**src/rtl/sseg_pkg.sv**
```systemverilog
// sseg_pkg: shared definitions for the seven-segment encoder/decoder pair.
//   - SEG_HEX_0..SEG_HEX_F : active-low cathode patterns (bit0=a .. bit6=g)
//   - SEG_BLANK            : all segments off
//   - seg_bit_e            : cathode bit order
//   - is_onehot_low / onehot_low_index : anode helpers
package sseg_pkg;

  typedef enum logic [2:0] {
    SEG_A = 3'd0,
    SEG_B = 3'd1,
    SEG_C = 3'd2,
    SEG_D = 3'd3,
    SEG_E = 3'd4,
    SEG_F = 3'd5,
    SEG_G = 3'd6
  } seg_bit_e;

  localparam logic [6:0] SEG_HEX_0 = 7'h40;
  localparam logic [6:0] SEG_HEX_1 = 7'h79;
  localparam logic [6:0] SEG_HEX_2 = 7'h24;
  localparam logic [6:0] SEG_HEX_3 = 7'h30;
  localparam logic [6:0] SEG_HEX_4 = 7'h19;
  localparam logic [6:0] SEG_HEX_5 = 7'h12;
  localparam logic [6:0] SEG_HEX_6 = 7'h02;
  localparam logic [6:0] SEG_HEX_7 = 7'h78;
  localparam logic [6:0] SEG_HEX_8 = 7'h00;
  localparam logic [6:0] SEG_HEX_9 = 7'h10;
  localparam logic [6:0] SEG_HEX_A = 7'h08;
  localparam logic [6:0] SEG_HEX_B = 7'h03;
  localparam logic [6:0] SEG_HEX_C = 7'h46;
  localparam logic [6:0] SEG_HEX_D = 7'h21;
  localparam logic [6:0] SEG_HEX_E = 7'h06;
  localparam logic [6:0] SEG_HEX_F = 7'h0E;
  localparam logic [6:0] SEG_BLANK = 7'h7F;

  // Exactly one anode driven low selects a single digit.
  function automatic logic is_onehot_low(input logic [3:0] an);
    logic res;
    case (an)
      4'b1110, 4'b1101, 4'b1011, 4'b0111: res = 1'b1;
      default:                            res = 1'b0;
    endcase
    return res;
  endfunction

  // Digit number selected by a one-hot-low anode vector (0 otherwise).
  function automatic logic [1:0] onehot_low_index(input logic [3:0] an);
    logic [1:0] idx;
    case (an)
      4'b1110: idx = 2'd0;
      4'b1101: idx = 2'd1;
      4'b1011: idx = 2'd2;
      4'b0111: idx = 2'd3;
      default: idx = 2'd0;
    endcase
    return idx;
  endfunction

endpackage

```
**src/rtl/sseg_seg_decode.sv**
```systemverilog
// sseg_seg_decode: combinational glyph lookup.
//   ca    : active-low cathodes (bit0=a .. bit6=g)
//   legal : ca is one of the 16 hex glyphs
//   blank : ca is all-off
//   value : hex value of the glyph (0 when not legal)
module sseg_seg_decode
  import sseg_pkg::*;
(
  input  logic [6:0] ca,
  output logic       legal,
  output logic       blank,
  output logic [3:0] value
);

  // Map each cathode pattern to its hex value; anything else is illegal.
  always_comb begin
    legal = 1'b1;
    blank = 1'b0;
    value = 4'h0;
    case (ca)
      SEG_HEX_0: value = 4'h0;
      SEG_HEX_1: value = 4'h1;
      SEG_HEX_2: value = 4'h2;
      SEG_HEX_3: value = 4'h3;
      SEG_HEX_4: value = 4'h4;
      SEG_HEX_5: value = 4'h5;
      SEG_HEX_6: value = 4'h6;
      SEG_HEX_7: value = 4'h7;
      SEG_HEX_8: value = 4'h8;
      SEG_HEX_9: value = 4'h9;
      SEG_HEX_A: value = 4'hA;
      SEG_HEX_B: value = 4'hB;
      SEG_HEX_C: value = 4'hC;
      SEG_HEX_D: value = 4'hD;
      SEG_HEX_E: value = 4'hE;
      SEG_HEX_F: value = 4'hF;
      SEG_BLANK: begin
        legal = 1'b0;
        blank = 1'b1;
      end
      default:   legal = 1'b0;
    endcase
  end

endmodule

```
**src/rtl/sseg_decoder.sv**
```systemverilog
// sseg_decoder: recovers the hex values shown on a multiplexed 4-digit
// seven-segment bus.
//   clk, rst          : clock, synchronous active-high reset
//   sseg_an[3:0]      : active-low anodes, bit N selects digit N
//   sseg_ca[6:0]      : active-low cathodes, bit0=a .. bit6=g
//   digit0..digit3    : last committed value per digit
//   digit_valid[3:0]  : digit last showed a legal hex glyph
//   pattern_err[3:0]  : digit last showed an illegal non-blank pattern
//   frame_done        : one-cycle pulse once all 4 digits were committed
//   scan_active       : commits are still arriving within TIMEOUT_CYCLES
module sseg_decoder
  import sseg_pkg::*;
#(
  parameter int STABLE_CYCLES  = 4,
  parameter int TIMEOUT_CYCLES = 1024
) (
  input  logic       clk,
  input  logic       rst,
  input  logic [3:0] sseg_an,
  input  logic [6:0] sseg_ca,
  output logic [3:0] digit0,
  output logic [3:0] digit1,
  output logic [3:0] digit2,
  output logic [3:0] digit3,
  output logic [3:0] digit_valid,
  output logic [3:0] pattern_err,
  output logic       frame_done,
  output logic       scan_active
);

  localparam int STAB_W = $clog2(STABLE_CYCLES + 1);
  localparam int IDLE_W = $clog2(TIMEOUT_CYCLES + 1);
  localparam logic [STAB_W-1:0] STAB_LAST = STAB_W'(STABLE_CYCLES - 1);
  localparam logic [STAB_W-1:0] STAB_MAX  = STAB_W'(STABLE_CYCLES);
  localparam logic [IDLE_W-1:0] IDLE_LAST = IDLE_W'(TIMEOUT_CYCLES - 1);
  localparam logic [IDLE_W-1:0] IDLE_MAX  = IDLE_W'(TIMEOUT_CYCLES);

  logic [3:0]        an_r;
  logic [6:0]        ca_r;
  logic [STAB_W-1:0] stab_cnt_r;
  logic [IDLE_W-1:0] idle_cnt_r;
  logic [3:0]        seen_r;
  logic [3:0]        digit_r [4];
  logic [3:0]        digit_valid_r;
  logic [3:0]        pattern_err_r;
  logic              frame_done_r;
  logic              scan_active_r;

  logic              commit_s;
  logic              timeout_s;
  logic [1:0]        idx_s;
  logic [3:0]        seen_next_s;
  logic              dec_legal_s;
  logic              dec_blank_s;
  logic [3:0]        dec_value_s;

  sseg_seg_decode u_seg_decode (
    .ca    (ca_r),
    .legal (dec_legal_s),
    .blank (dec_blank_s),
    .value (dec_value_s)
  );

  // Input register and stability counter. The counter holds the number of
  // repeats of the registered pair, so it reads STABLE_CYCLES-1 exactly when
  // STABLE_CYCLES identical samples sit in the input register's history.
  always_ff @(posedge clk) begin
    if (rst) begin
      an_r       <= 4'h0;
      ca_r       <= 7'h00;
      stab_cnt_r <= '0;
    end else begin
      an_r <= sseg_an;
      ca_r <= sseg_ca;
      if ({sseg_an, sseg_ca} == {an_r, ca_r}) begin
        if (stab_cnt_r != STAB_MAX) begin
          stab_cnt_r <= stab_cnt_r + STAB_W'(1);
        end
      end else begin
        stab_cnt_r <= '0;
      end
    end
  end

  // Commit / timeout decisions. The counter passes STAB_LAST only once per
  // stable period, which limits commits to one per period.
  always_comb begin
    commit_s    = 1'b0;
    timeout_s   = 1'b0;
    idx_s       = onehot_low_index(an_r);
    seen_next_s = seen_r | ~an_r;
    if ((stab_cnt_r == STAB_LAST) && is_onehot_low(an_r)) begin
      commit_s = 1'b1;
    end else if (idle_cnt_r == IDLE_LAST) begin
      timeout_s = 1'b1;
    end else begin
      timeout_s = 1'b0;
    end
  end

  // Output state: digit values, flags, frame tracking and idle timer.
  always_ff @(posedge clk) begin
    if (rst) begin
      for (int i = 0; i < 4; i++) begin
        digit_r[i] <= 4'h0;
      end
      digit_valid_r <= 4'h0;
      pattern_err_r <= 4'h0;
      frame_done_r  <= 1'b0;
      scan_active_r <= 1'b0;
      seen_r        <= 4'h0;
      idle_cnt_r    <= '0;
    end else begin
      frame_done_r <= 1'b0;
      if (commit_s) begin
        scan_active_r <= 1'b1;
        idle_cnt_r    <= '0;
        if (dec_legal_s) begin
          digit_r[idx_s] <= dec_value_s;
        end
        digit_valid_r[idx_s] <= dec_legal_s;
        pattern_err_r[idx_s] <= ~dec_legal_s & ~dec_blank_s;
        if (seen_next_s == 4'hF) begin
          frame_done_r <= 1'b1;
          seen_r       <= 4'h0;
        end else begin
          seen_r <= seen_next_s;
        end
      end else if (timeout_s) begin
        scan_active_r <= 1'b0;
        digit_valid_r <= 4'h0;
        seen_r        <= 4'h0;
        idle_cnt_r    <= IDLE_MAX;
      end else if (idle_cnt_r != IDLE_MAX) begin
        idle_cnt_r <= idle_cnt_r + IDLE_W'(1);
      end
    end
  end

  assign digit0      = digit_r[0];
  assign digit1      = digit_r[1];
  assign digit2      = digit_r[2];
  assign digit3      = digit_r[3];
  assign digit_valid = digit_valid_r;
  assign pattern_err = pattern_err_r;
  assign frame_done  = frame_done_r;
  assign scan_active = scan_active_r;

endmodule

```
**config.mk**
```make
export PLATFORM = sky130hd
export DESIGN_NAME = sseg_decoder
export DESIGN_NICKNAME = d
export VERILOG_FILES = /design/src/rtl/sseg_pkg.sv /design/src/rtl/sseg_seg_decode.sv /design/src/rtl/sseg_decoder.sv
export SDC_FILE = /design/constraint.sdc
export NUM_CORES = 1
export LEC_CHECK = 0
export CAP_MARGIN = 30
export CORE_ASPECT_RATIO = 0.5
export CORE_MARGIN = 1
export CORE_UTILIZATION = 25
export CTS_CLUSTER_DIAMETER = 100
export CTS_CLUSTER_SIZE = 30
export DETAILED_ROUTE_END_ITERATION = 7
export HOLD_SLACK_MARGIN = 0.02
export PLACE_DENSITY = 0.47
export RECOVER_POWER = 25
export SLEW_MARGIN = 10
export SYNTH_ARGS = -nofsm -noshare
export SYNTH_HDL_FRONTEND = slang
export SYNTH_SLANG_ARGS = --single-unit
```
**constraint.sdc**
```tcl
create_clock -name clk -period 3.35 [get_ports clk]
set_input_delay 1.005 -clock clk [delete_from_list [all_inputs] [get_ports clk]]
set_output_delay 1.005 -clock clk [all_outputs]
set_load 0.03 [all_outputs]
```
==> results.json <==
{
  "ctsHoldBuffers": 0,
  "status": "finished, final reports clean",
  "crit_arrival_ns": 2.85,
  "rsz0062_at_grt": "no",
  "viasPerCell": 4.68,
  "synth_area_um2": 2740,
  "grt_usage": 0.113,
  "max_freq_ghz": 0.367,
  "vias": 2141,
  "crit_type": "input port to flop",
  "maxCapViolations": 0,
  "first_pass_iters": 4,
  "total_power_uw": 1440,
  "async_flop_share": 0,
  "highest_layer": "met4",
  "ys_seq_area_frac": 0.461,
  "critPathMaxFanout": 11,
  "area_delta_synth_final_pct": 23.4,
  "final_common_cell": "dfxtp_1",
  "wirelength_mm": 6.06,
  "setup_viol": 0,
  "r2r-end": "digit_r[2][0]$_SDFFCE_PN0P_",
  "place_area_um2": 3220,
  "ff2ff_setup_slack_ns": 0.69,
  "cts.path.max_buffers": 2,
  "irDropWorstVdd_uv": 234,
  "ctsResizeCount": 0,
  "wl_met3_um": 143,
  "reg2reg_depth": 5,
  "row_count": 26,
  "tns_ns": 0,
  "clk_latency_ns": 0.29,
  "ys.flop_type": "dfxtp_1",
  "leakagePower_uw": 0.00119,
  "path_delay_family": "buffers and inverters",
  "crit_chain": "dlygate4sd3_1, inv_1, nand2_1, o21bai_1, a41o_1, nor2_1",
  "whs_path_depth": 1,
  "wl_met2_mm": 2.90,
  "synth-edff-count": 16,
  "crit_buf_inv": 2,
  "hold_end": "seen_r[3]$_SDFFE_PP0P_",
  "start_util": 0.263,
  "register_area_um2": 1260,
  "wl_per_cell_um": 13.3,
  "grt-ovfl-total": 0,
  "design_area_um2": 3380,
  "dieArea_um2": 11400,
  "grt_max_degree": 18,
  "dr.first_iter.drc_count": 146,
  "powerDensity_nw_per_um2": 427,
  "multi_input_area_um2": 1340,
  "met1_length_mm": 2.94,
  "cts_buffers": 5,
  "cts_tree": "yes",
  "finalNetCount": 334,
  "die_y_um": 76.0,
  "hold_class": "flop to flop",
  "drive_gt1_frac": 0.0662,
  "min_from": "seen_r[3]$_SDFFE_PP0P_",
  "synth_nets": 304,
  "dieWidth_um": 150,
  "synthDistinctLibCells": 55,
  "maxSlewHeadroom": 0.440,
  "drt.antenna.violating_nets": 0,
  "cts-htree-levels": 2,
  "tightest_slew_ns": 0.839,
  "port_buffers": 38,
  "post-cts-setup-buffers": 0,
  "fin_crit_sh": 0.812,
  "period_minus_slack_ns": 2.72,
  "max_stage_delay_ns": 0.58,
  "required_ns": 3.48,
  "drcViolationCount": 0,
  "cp-end-kind": "flop",
  "coreArea_um2": 10400,
  "nFillCells": 1071,
  "cpMaxStageDelayCell": "dlygate4sd3_1",
  "cts.sinks": 55,
  "startpoint_type": "input port",
  "antenna_cells": 0,
  "ys_ff_latch": 55,
  "grt_pass1_vias": 2020,
  "hold_violations": 0,
  "grt_pass1_wl_mm": 10.1,
  "clkTransAtPathRegs_ns": 0.06,
  "gp_congestion": 0.787,
  "whs_ns": 0.465,
  "ios": 39,
  "yosys_warnings": 0,
  "root_buffer": "clkbuf_16",
  "rr_startpoint": "ca_r[5]$_SDFF_PP0_",
  "hpwlAfterDp_mm": 4.55,
  "final_cell_mix": "dfxtp_1 (39), clkdlybuf4s50_1 (35), nor2_1 (32)",
  "synth_cells": 286,
  "maxSlewViolCount": 0,
  "syn_area_per_cell_um2": 9.57,
  "antenna_found_initial": 0,
  "fin_skew_ns": 0.00224
}
layer usage:
metal	GRT usage	vias to the layer above
met2	0.179	29
met4	0.0424	0
met3	0.0240	6
li1	-	1076
met1	0.149	1030
met5	0	-
stage by stage:
step	instances	worst slack, ns	utilization
6_report	457	0.628	0.324
5_1_grt	457	0.487	0.324
4_1_cts	457	0.694	0.325
3_5_place_dp	449	0.557	0.310
3_3_place_gp	449	0.681	0.310
2_1_floorplan	286	1.21	-
flip-flops by register name, summed over array words and instances (netlist names):
register and count:
ca_r 7, pattern_err 4, idle_cnt_r 11, digit_valid 4, seen_r 4, frame_done 1
digit_r 16, stab_cnt_r 3, scan_active 1, an_r 4
final cells by class:
type                       instances  area share
sequential                        55       0.374
inverter                          13      0.0145
clock inverter                     3      0.0115
clock buffer                       5      0.0371
tap                              140      0.0519
timing repair buffer              40       0.116
multi-input combinational        201       0.395
synthesized netlist by cell type, types with 2 or more instances:
cell type	count	area, um2
dfxtp_1	39	781
o2bb2a_1	4	40.0
o31ai_2	3	37.5
o211ai_1	4	30.0
and2_1	2	12.5
nor4_1	6	37.5
o21ai_1	2	10.0
xnor2_1	6	52.6
nand2_1	16	60.1
and3_1	2	12.5
nor3b_1	4	30.0
a21oi_1	10	50.1
nand3_1	10	50.1
buf_2	6	30.0
a32o_1	4	40.0
nor4b_1	4	35.0
nor2b_1	17	106
o21ai_0	9	45.0
ha_1	5	62.6
nor3_1	8	40.0
clkbuf_1	9	33.8
nor2_1	32	120
inv_1	12	45.0
o2111ai_1	2	17.5
nand4_1	5	31.3
a32oi_1	2	17.5
nand2b_1	4	25.0
xor2_1	16	140
nor3b_2	2	25.0
edfxtp_1	16	480
worst reg2reg max path, stage by stage, from the launching register on:
cell	delay [ns]
dfxtp_1	0.69
and3b_1	0.25
o21ai_1	0.05
a2111o_1	0.42
and4_4	0.24
o21ai_0	0.64
cells by family after synthesis:
logic type                 count (synthesis)  share of synthesized area
and+or+nand+nor                          120                      0.240
DFF                                       55                      0.461
muxes                                      2                    0.00777
xor gates and xnor gates                  22                     0.0704
buffers and inverters                     30                     0.0480
AOI/OAI and AO/OA                         52                      0.150
adders and majority gates                  5                     0.0229
how the worst max path moves through the flow:
| stage | to | slack, ns | startpoint | cells past startpoint |
|---|---|---|---|---|
| global placement | digit_r[0][2]$_SDFFCE_PN0P_ | 0.68 | rst | 6 |
| detailed placement | digit_r[2][0]$_SDFFCE_PN0P_ | 0.56 | rst | 6 |
| global route | digit_r[2][0]$_SDFFCE_PN0P_ | 0.49 | ca_r[3]$_SDFF_PP0_ | 5 |
| CTS | digit_r[2][0]$_SDFFCE_PN0P_ | 0.69 | ca_r[3]$_SDFF_PP0_ | 5 |
| floorplan | digit_r[1][0]$_SDFFCE_PN0P_ | 1.21 | ca_r[4]$_SDFF_PP0_ | 7 |
| finish | digit_r[2][0]$_SDFFCE_PN0P_ | 0.63 | rst | 6 |
report_power, final:
part	total (uW)	internal [uW]	switching, uW	leakage (uW)
combinational	140	62.9	76.7	0.000631
sequential	730	702	27.8	0.000474
clock	571	349	222	0.0000812
Power figures use the tool's default switching activity.
